File: config.mk
export PLATFORM = sky130hd
export DESIGN_NAME = alu_scan_pipe
export DESIGN_NICKNAME = d
export VERILOG_FILES = /design/src/rtl/alu_scan_pipe.sv
export SDC_FILE = /design/constraint.sdc
export NUM_CORES = 1
export LEC_CHECK = 0
export ABC_AREA = 1
export CAP_MARGIN = 10
export CORE_MARGIN = 2
export CORE_UTILIZATION = 40
export DETAILED_ROUTE_END_ITERATION = 10
export PLACE_DENSITY = 0.65
export SYNTH_ARGS = -nofsm -noshare
export SYNTH_HDL_FRONTEND = slang
export SYNTH_SLANG_ARGS = --single-unit
export TNS_END_PERCENT = 1
File: constraint.sdc
create_clock -name clk -period 2 [get_ports clk]
set_input_delay 0.3 -clock clk [delete_from_list [all_inputs] [get_ports clk]]
set_output_delay 0.3 -clock clk [all_outputs]
set_load 0.005 [all_outputs]
File: src/rtl/alu_scan_pipe.sv
// Two-stage pipelined WIDTH-bit ALU with valid/ready handshake and one full scan chain.
// Define ALU_SCAN_EXT_OPS_EN to enable ops 100-111 (XOR, SHL, SHR, CMP); otherwise they yield 0 / flags 0010.
module alu_scan_pipe #(
  parameter int WIDTH = 8
) (
  input  logic             clk,
  input  logic             rst,
  input  logic             scan_en,
  input  logic             scan_in,
  input  logic             in_valid,
  output logic             in_ready,
  input  logic [2:0]       op_code,
  input  logic [WIDTH-1:0] a,
  input  logic [WIDTH-1:0] b,
  output logic             out_valid,
  input  logic             out_ready,
  output logic [WIDTH-1:0] result,
  output logic [3:0]       flags,
  output logic             scan_out
);

  localparam int SH = $clog2(WIDTH);
  localparam int L  = 3*WIDTH + 9;
  localparam logic [WIDTH:0] ONE = {{WIDTH{1'b0}}, 1'b1};

  logic [WIDTH-1:0] s1_a_q, s1_a_d, s1_b_q, s1_b_d;
  logic [2:0]       s1_op_q, s1_op_d;
  logic             s1_valid_q, s1_valid_d;
  logic [WIDTH-1:0] result_q, result_d;
  logic [3:0]       flags_q, flags_d;
  logic             s2_valid_q, s2_valid_d;

  logic             adv1, adv2;
  logic [L-1:0]     chain;

  logic [WIDTH:0]   add_full, sub_full;
  logic             add_v, sub_v;
  logic [WIDTH-1:0] alu_res;
  logic [3:0]       alu_flags;
  logic             alu_c, alu_v, alu_z, alu_n;
`ifdef ALU_SCAN_EXT_OPS_EN
  logic [SH-1:0]    shamt;
  logic [WIDTH:0]   shl_ext, shr_ext;
`endif

  assign adv2      = !s2_valid_q || out_ready;
  assign adv1      = !s1_valid_q || adv2;
  assign in_ready  = adv1 && !scan_en;
  assign out_valid = s2_valid_q && !scan_en;
  assign result    = result_q;
  assign flags     = flags_q;

  assign chain    = {s2_valid_q, flags_q, result_q, s1_valid_q, s1_op_q, s1_b_q, s1_a_q};
  assign scan_out = chain[L-1];

  // Stage 2 combinational ALU, fed only from the stage 1 registers
  always_comb begin
    add_full = {1'b0, s1_a_q} + {1'b0, s1_b_q};
    sub_full = {1'b0, s1_a_q} + {1'b0, ~s1_b_q} + ONE;
    add_v    = (s1_a_q[WIDTH-1] == s1_b_q[WIDTH-1]) && (add_full[WIDTH-1] != s1_a_q[WIDTH-1]);
    sub_v    = (s1_a_q[WIDTH-1] != s1_b_q[WIDTH-1]) && (sub_full[WIDTH-1] != s1_a_q[WIDTH-1]);
`ifdef ALU_SCAN_EXT_OPS_EN
    shamt   = s1_b_q[SH-1:0];
    // One guard bit catches the last bit shifted out; it is 0 for a zero shift
    shl_ext = {1'b0, s1_a_q} << shamt;
    shr_ext = {s1_a_q, 1'b0} >> shamt;
`endif
    alu_res = '0;
    alu_c   = 1'b0;
    alu_v   = 1'b0;
    case (s1_op_q)
      3'b000: begin alu_res = add_full[WIDTH-1:0]; alu_c = add_full[WIDTH]; alu_v = add_v; end
      3'b001: begin alu_res = sub_full[WIDTH-1:0]; alu_c = sub_full[WIDTH]; alu_v = sub_v; end
      3'b010: alu_res = s1_a_q & s1_b_q;
      3'b011: alu_res = s1_a_q | s1_b_q;
`ifdef ALU_SCAN_EXT_OPS_EN
      3'b100: alu_res = s1_a_q ^ s1_b_q;
      3'b101: begin alu_res = shl_ext[WIDTH-1:0]; alu_c = shl_ext[WIDTH]; end
      3'b110: begin alu_res = shr_ext[WIDTH:1];   alu_c = shr_ext[0];     end
      3'b111: begin alu_res = s1_a_q; alu_c = sub_full[WIDTH]; alu_v = sub_v; end
`endif
      default: alu_res = '0;
    endcase
    alu_z = (alu_res == '0);
    alu_n = alu_res[WIDTH-1];
`ifdef ALU_SCAN_EXT_OPS_EN
    if (s1_op_q == 3'b111) begin
      alu_z = (s1_a_q == s1_b_q);
      alu_n = sub_full[WIDTH-1];
    end
`endif
    alu_flags = {alu_v, alu_n, alu_z, alu_c};
  end

  always_comb begin
    s1_a_d     = s1_a_q;
    s1_b_d     = s1_b_q;
    s1_op_d    = s1_op_q;
    s1_valid_d = s1_valid_q;
    result_d   = result_q;
    flags_d    = flags_q;
    s2_valid_d = s2_valid_q;
    if (scan_en) begin
      {s2_valid_d, flags_d, result_d, s1_valid_d, s1_op_d, s1_b_d, s1_a_d} = {chain[L-2:0], scan_in};
    end else begin
      if (adv2) begin
        s2_valid_d = s1_valid_q;
        if (s1_valid_q) begin
          result_d = alu_res;
          flags_d  = alu_flags;
        end
      end
      if (adv1) begin
        if (in_valid) begin
          s1_a_d     = a;
          s1_b_d     = b;
          s1_op_d    = op_code;
          s1_valid_d = 1'b1;
        end else begin
          s1_valid_d = 1'b0;
        end
      end
    end
  end

  // Stage 1 / stage 2 register boundary; every flop is on the scan chain
  always_ff @(posedge clk or posedge rst) begin
    if (rst) begin
      s1_a_q     <= '0;
      s1_b_q     <= '0;
      s1_op_q    <= '0;
      s1_valid_q <= 1'b0;
      result_q   <= '0;
      flags_q    <= '0;
      s2_valid_q <= 1'b0;
    end else begin
      s1_a_q     <= s1_a_d;
      s1_b_q     <= s1_b_d;
      s1_op_q    <= s1_op_d;
      s1_valid_q <= s1_valid_d;
      result_q   <= result_d;
      flags_q    <= flags_d;
      s2_valid_q <= s2_valid_d;
    end
  end

endmodule

# Yosys cells after proc, flatten, opt, wreduce, memory -nomap -nowiden

Index checks and enable logic that the tools add are counted.

Bits in read-only memories: 0
Output and inout port bits: 15
Bits in latches: 0
Input bits: 25
Memories: 0
Register bits: 33
Memory bits (writable): 0

Add/sub/neg operators: 3
Muxes and demuxes: 23
Equality and inequality tests: 7
Shift-type cells: 0
Multipliers: 0
Reduce and logical (&&, ||, !) cells: 17
Div/mod/pow operators: 0
Bitwise operators: 3
Magnitude comparators: 0

Operators by type and width:

| cell                                                                   | count |
|---|---|
| 8-bit 2-to-1 mux                                                       | 9 |
| 8-bit one-hot mux with 4 select lines                                  | 1 |
| 8-bit by 8-bit adder with 9-bit output                                 | 2 |
| 4-bit 2-to-1 mux                                                       | 3 |
| 9-bit by 1-bit adder with 9-bit output (second input constant)         | 1 |
| 3-bit 2-to-1 mux                                                       | 3 |
| 8-bit bitwise AND                                                      | 1 |
| 8-bit logical NOT                                                      | 1 |
| 8-bit NOT                                                              | 1 |
| 8-bit bitwise OR                                                       | 1 |
| 2-bit nonzero test                                                     | 4 |
| 3-bit by 2-bit equality test with 1-bit output (second input constant) | 2 |
| 1-bit 2-to-1 mux                                                       | 5 |
| 1-bit logical AND                                                      | 4 |
| 1-bit one-hot mux with 2 select lines                                  | 2 |
| 2-bit AND reduction                                                    | 2 |
| 3-bit by 1-bit equality test with 1-bit output (second input constant) | 1 |
| 1-bit logical NOT                                                      | 3 |
| 3-bit logical NOT                                                      | 1 |
| 1-bit inequality test                                                  | 3 |
| 1-bit logical OR                                                       | 2 |
| 1-bit equality test                                                    | 1 |

# Logic depth before layout (Yosys ltp)

Word-level depth: 9
Gate-level depth with buffers: 16
Depth with buffers taken out: 15

# Worst setup path before layout

No wires, ideal clock.

Kind: flip-flop to flip-flop
Start point: register s1_a_q[0]
End point: register flags_q[1] (netlist: flags[1])
Period minus slack after synthesis: 1.832 ns
Setup time: 0.065 ns
Data arrival time: 1.767 ns
Setup slack: 0.168 ns
Cell stages (with the launch flop): 12
Buffers on the path: 0
Data required time: 1.935 ns
Path through: dfrtp_1 -> inv_1 -> ha_1 -> fa_1 -> nand3b_1 -> a21oi_1 -> nor2_1 -> nor2_1 -> nand3_1 -> nor2_1 -> nand2_1 -> nand2_1

Longest elaborated chain between the ends: 7

RTL lines:

| item                                      | RTL line | RTL |
|---|---|---|
| start: declaration                        | 26       | `logic [WIDTH-1:0] s1_a_q, s1_a_d, s1_b_q, s1_b_d;` |
| start signal: assignment                  | 129      | `s1_a_q <= '0;` |
| start signal: assignment                  | 137      | `s1_a_q <= s1_a_d;` |
| 8-bit by 8-bit adder with 9-bit output    | 59       | `sub_full = {1'b0, s1_a_q} + {1'b0, ~s1_b_q} + ONE;` |
| 9-bit by 1-bit adder with 9-bit output    | 59       |  |
| 8-bit one-hot mux with 4 select lines (*) | 71       | `case (s1_op_q)` |
| 8-bit logical NOT (*)                     | 84       | `alu_z = (alu_res == '0);` |
| 4-bit 2-to-1 mux (*)                      | 108      | `if (s1_valid_q) begin` |
| 4-bit 2-to-1 mux (*)                      | 106      | `if (adv2) begin` |
| 4-bit 2-to-1 mux (*)                      | 103      | `if (scan_en) begin` |
| end signal: assignment                    | 142      | `flags_q <= flags_d;` |
| end: declaration                          | 30       | `logic [3:0] flags_q, flags_d;` |

Every way passes the cells marked *; elsewhere a longest branch is shown, timed or not. The select of a mux whose other input is x is not followed.
A chain may end at the register's enable or synchronous reset.

# Worst setup path in the final report

Ends and elaborated chain as after synthesis.

==> results.md <==
- Starting Density: 41.50%
- Wire length of the first global-routing pass: 11,130 um
- DR WL/cell: 13.54 um
- Vias in the first global route: 2,421
- F_max: 0.5062 GHz
- Initial antenna violation count: 0
- Worst Setup End Kind: flop
- Mapped Area: 2635 um2
- Flop2flop setup slack: 20 ps
- Reg2reg start: s1_a_q[0]
- Top-area cell type share of the netlist area: 31.34%
- Most common cell in the netlist: nand2_1
- Cells after synthesis: 371
- Predominant post-synthesis flop cell: dfrtp_1
- Final #Nets: 475
- Die Wd: 85.17 um
- DP Wirelength: 5171 um
- CTS tree: yes
- GPL Wtd Cong: 0.9574
- CP Max Fanout: 3
- Setup_tns: 0 ps
- Clock Skews: 2.753 ps
- R2r worst-path depth: 12
- Final setup fails: 0
- Largest net degree at the start of global routing: 49
- Core area: 6350 um2
- Pleak: 1.663 nW
- Area contributors post-synth: dfrtp_1 31%, nand2_1 14%, ha_1 12%
- Asr flop ratio synth: 100.0%
- DRC: 0
- Fin crit share: 98.77%
- Rel. slew slack: 70.44%
- Worst-path cell with the longest stage delay: fa_2
- Max cap viols: 0
- CTS Root Cell: clkbuf_8
- Most frequent CP cell: nand2_1
- Critical-path cell list: inv_2 > ha_4 > fa_2 > nand3b_1 > nand2_1 > nor2_2 > nand3_1 > nor2_1 > nand3_1 > nor2_1 > nand2_1 > nand2_1
- Pwr Density: 951.3 nW/um2
- Worst min-delay path class: input pin to async pin
- Tot GR Track Use: 19.05%
- Vias per cell: 5.208
- Worst IR Drop VDD: 0.0004327 V
- RSZ-0062 raised after global routing: true
- YS warnings: 0
- Post-synthesis sequential area ratio: 31.34%
- Post-synth top cells: 101 x nand2_1, 52 x inv_1, 33 x dfrtp_1
- Yosys top cell by area: dfrtp_1
- IO Count: 40
- PortBufs: 39
- Min cycle time layout: 1975 ps
- Status: finished clean
- Vias: 2,609
- Die area: 7253 um2
- Area growth syn-to-layout: 29.68%
- CTS buffer count: 5
- CTS H-tree lvls: 2
- Startpoint types: flop
- Fin util: 53.81%
- WP data arrival: 2210 ps
- Sink Count: 33
- Drt first pass iters: 4
- Row count: 29
- Worst-path clk slew: 70 ps
- Ratio of cells with drive above 1 in the final layout: 15.09%
- Worst slew pin tran: 443.4 ps
- Chip height: 85.17 um
- Crit path kind: flop to flop
- R2r endpoint: flags[1]
- Netlist cell types: 29
- Filler cells: 608
- Longest Clk Path Bufs: 2
- Critical path required time: 2230 ps
- Number of enable flip-flop cells after synthesis: 0
- Slew Limit Fails: 0
- Critical path's largest stage delay: 560 ps
- Final ANT Viol Nets: 0
- Global route total overflow: 0
- Net count after synthesis: 423
- Number of synthesized register bits: 33
- Syn_area_per_cell: 7.102 um2
- Final WL: 6784 um
- Hold Fails Final Rpt: 0
- Antenna Cells: 0
- Worst-Skew Late Latency: 290 ps
- DRT iter0 DRCs: 129
[logic make-up after synthesis]
logic type	synth area share, %
AOI/OAI and AO/OA	11.97
adders and majority gates	13.39
buffers and inverters	10.83
DFF	31.34
and+or+nand+nor	32.48
[area by class of cell]
class                      count  area [um2]  share of cell area (%)
timing repair buffer          56       530.5                   15.53
multi-input combinational    269        1625                   47.56
clock inverter                 1       30.03                  0.8788
clock buffer                   7       86.33                   2.527
sequential                    33       828.3                   24.24
inverter                      58       220.2                   6.445
tap                           77       96.34                   2.819
[how the worst max path moves through the flow]
stage,from,end,slack (ps),cells after the start
final,s1_a_q[0],flags[1],20,12
after global routing,s1_a_q[0],flags[1],-150,11
after CTS,s1_a_q[0],flags[1],4,11
after detailed placement,s1_a_q[0],flags[1],6,11
after global placement,s1_a_q[0],flags[1],40,11
after floorplan,s1_a_q[0],flags[1],170,11
[critical path, delay by kind of cell (launching register included)]
family | cells | cell delay (ps)
fa+ha+maj | 2 | 720
buf+inv | 1 | 70
flops | 1 | 380
simple gates | 9 | 750
[report_power, final]
| part | switching (W) | total [W] | internal, W | leakage [nW] |
|---|---|---|---|---|
| Combinational | 0.000898 | 0.00163 | 0.000728 | 1.22 |
| Sequential | 0.000146 | 0.000967 | 0.000821 | 0.383 |
| Clock | 0.000252 | 0.000658 | 0.000406 | 0.0585 |
| Total | 0.00130 | 0.00325 | 0.00196 | 1.66 |
[stage by stage]
step / setup slack, ps / cell area (um2) / total power, W / cells / hold slack [ps]
global route: -147.7 / 3417 / 0.003525 / 501 / 465.9
floorplan: 168.5 / 2635 / 0.001931 / 371 / 428.9
global placement: 41.27 / 3182 / 0.002451 / 491 / 504.6
detailed placement: 5.631 / 3182 / 0.002472 / 491 / 508.8
CTS: 4.480 / 3298 / 0.003139 / 499 / 406.2
finish: 24.60 / 3417 / 0.003251 / 501 / 395.2
[placed cells by master, fill, tap and decap left out, types with 2 or more instances in the layout]
cell type	synthesis	layout
a21oi_2	2	3
nand2_2	5	8
nand3_1	32	30
ha_2	0	2
nand3_2	0	2
ha_1	25	18
dfrtp_2	0	2
nor3_1	24	24
fa_2	0	2
nor2_2	4	7
inv_2	4	7
nor2_1	24	21
inv_1	52	49
ha_4	0	5
clkbuf_8	0	6
o221ai_1	3	3
a21oi_1	14	13
dfrtp_1	33	31
a221oi_1	18	18
clkdlybuf4s50_1	0	39
nand4_1	4	4
o21ai_0	5	5
buf_4	1	16
nand3b_1	2	2
nand2_1	101	98
[flip-flops by register name (all words and copies together) (netlist names)]
| name | flops |
|---|---|
| flags | 4 |
| result | 8 |
| s1_a_q | 8 |
| s1_b_q | 8 |
| s1_op_q | 3 |
| s1_valid_q | 1 |
| scan_out | 1 |
[routing by layer]
metal / global-route usage (%) / share of wire, % / vias up
met5: 0 / 0 / -
met2: 31.82 / 49 / 84
met1: 25.63 / 43 / 1191
met4: 5.772 / 1.4 / 0
met3: 2.724 / 5.7 / 9
li1: - / - / 1325
[repair_timing]
action,4_1_cts,5_1_grt
setup buffers,0,2
pin swaps,1,9
hold buffers,0,0
setup endpoints to repair,1,8
gates resized for setup,0,26
Note: power is estimated with default switching activity, not from simulation.
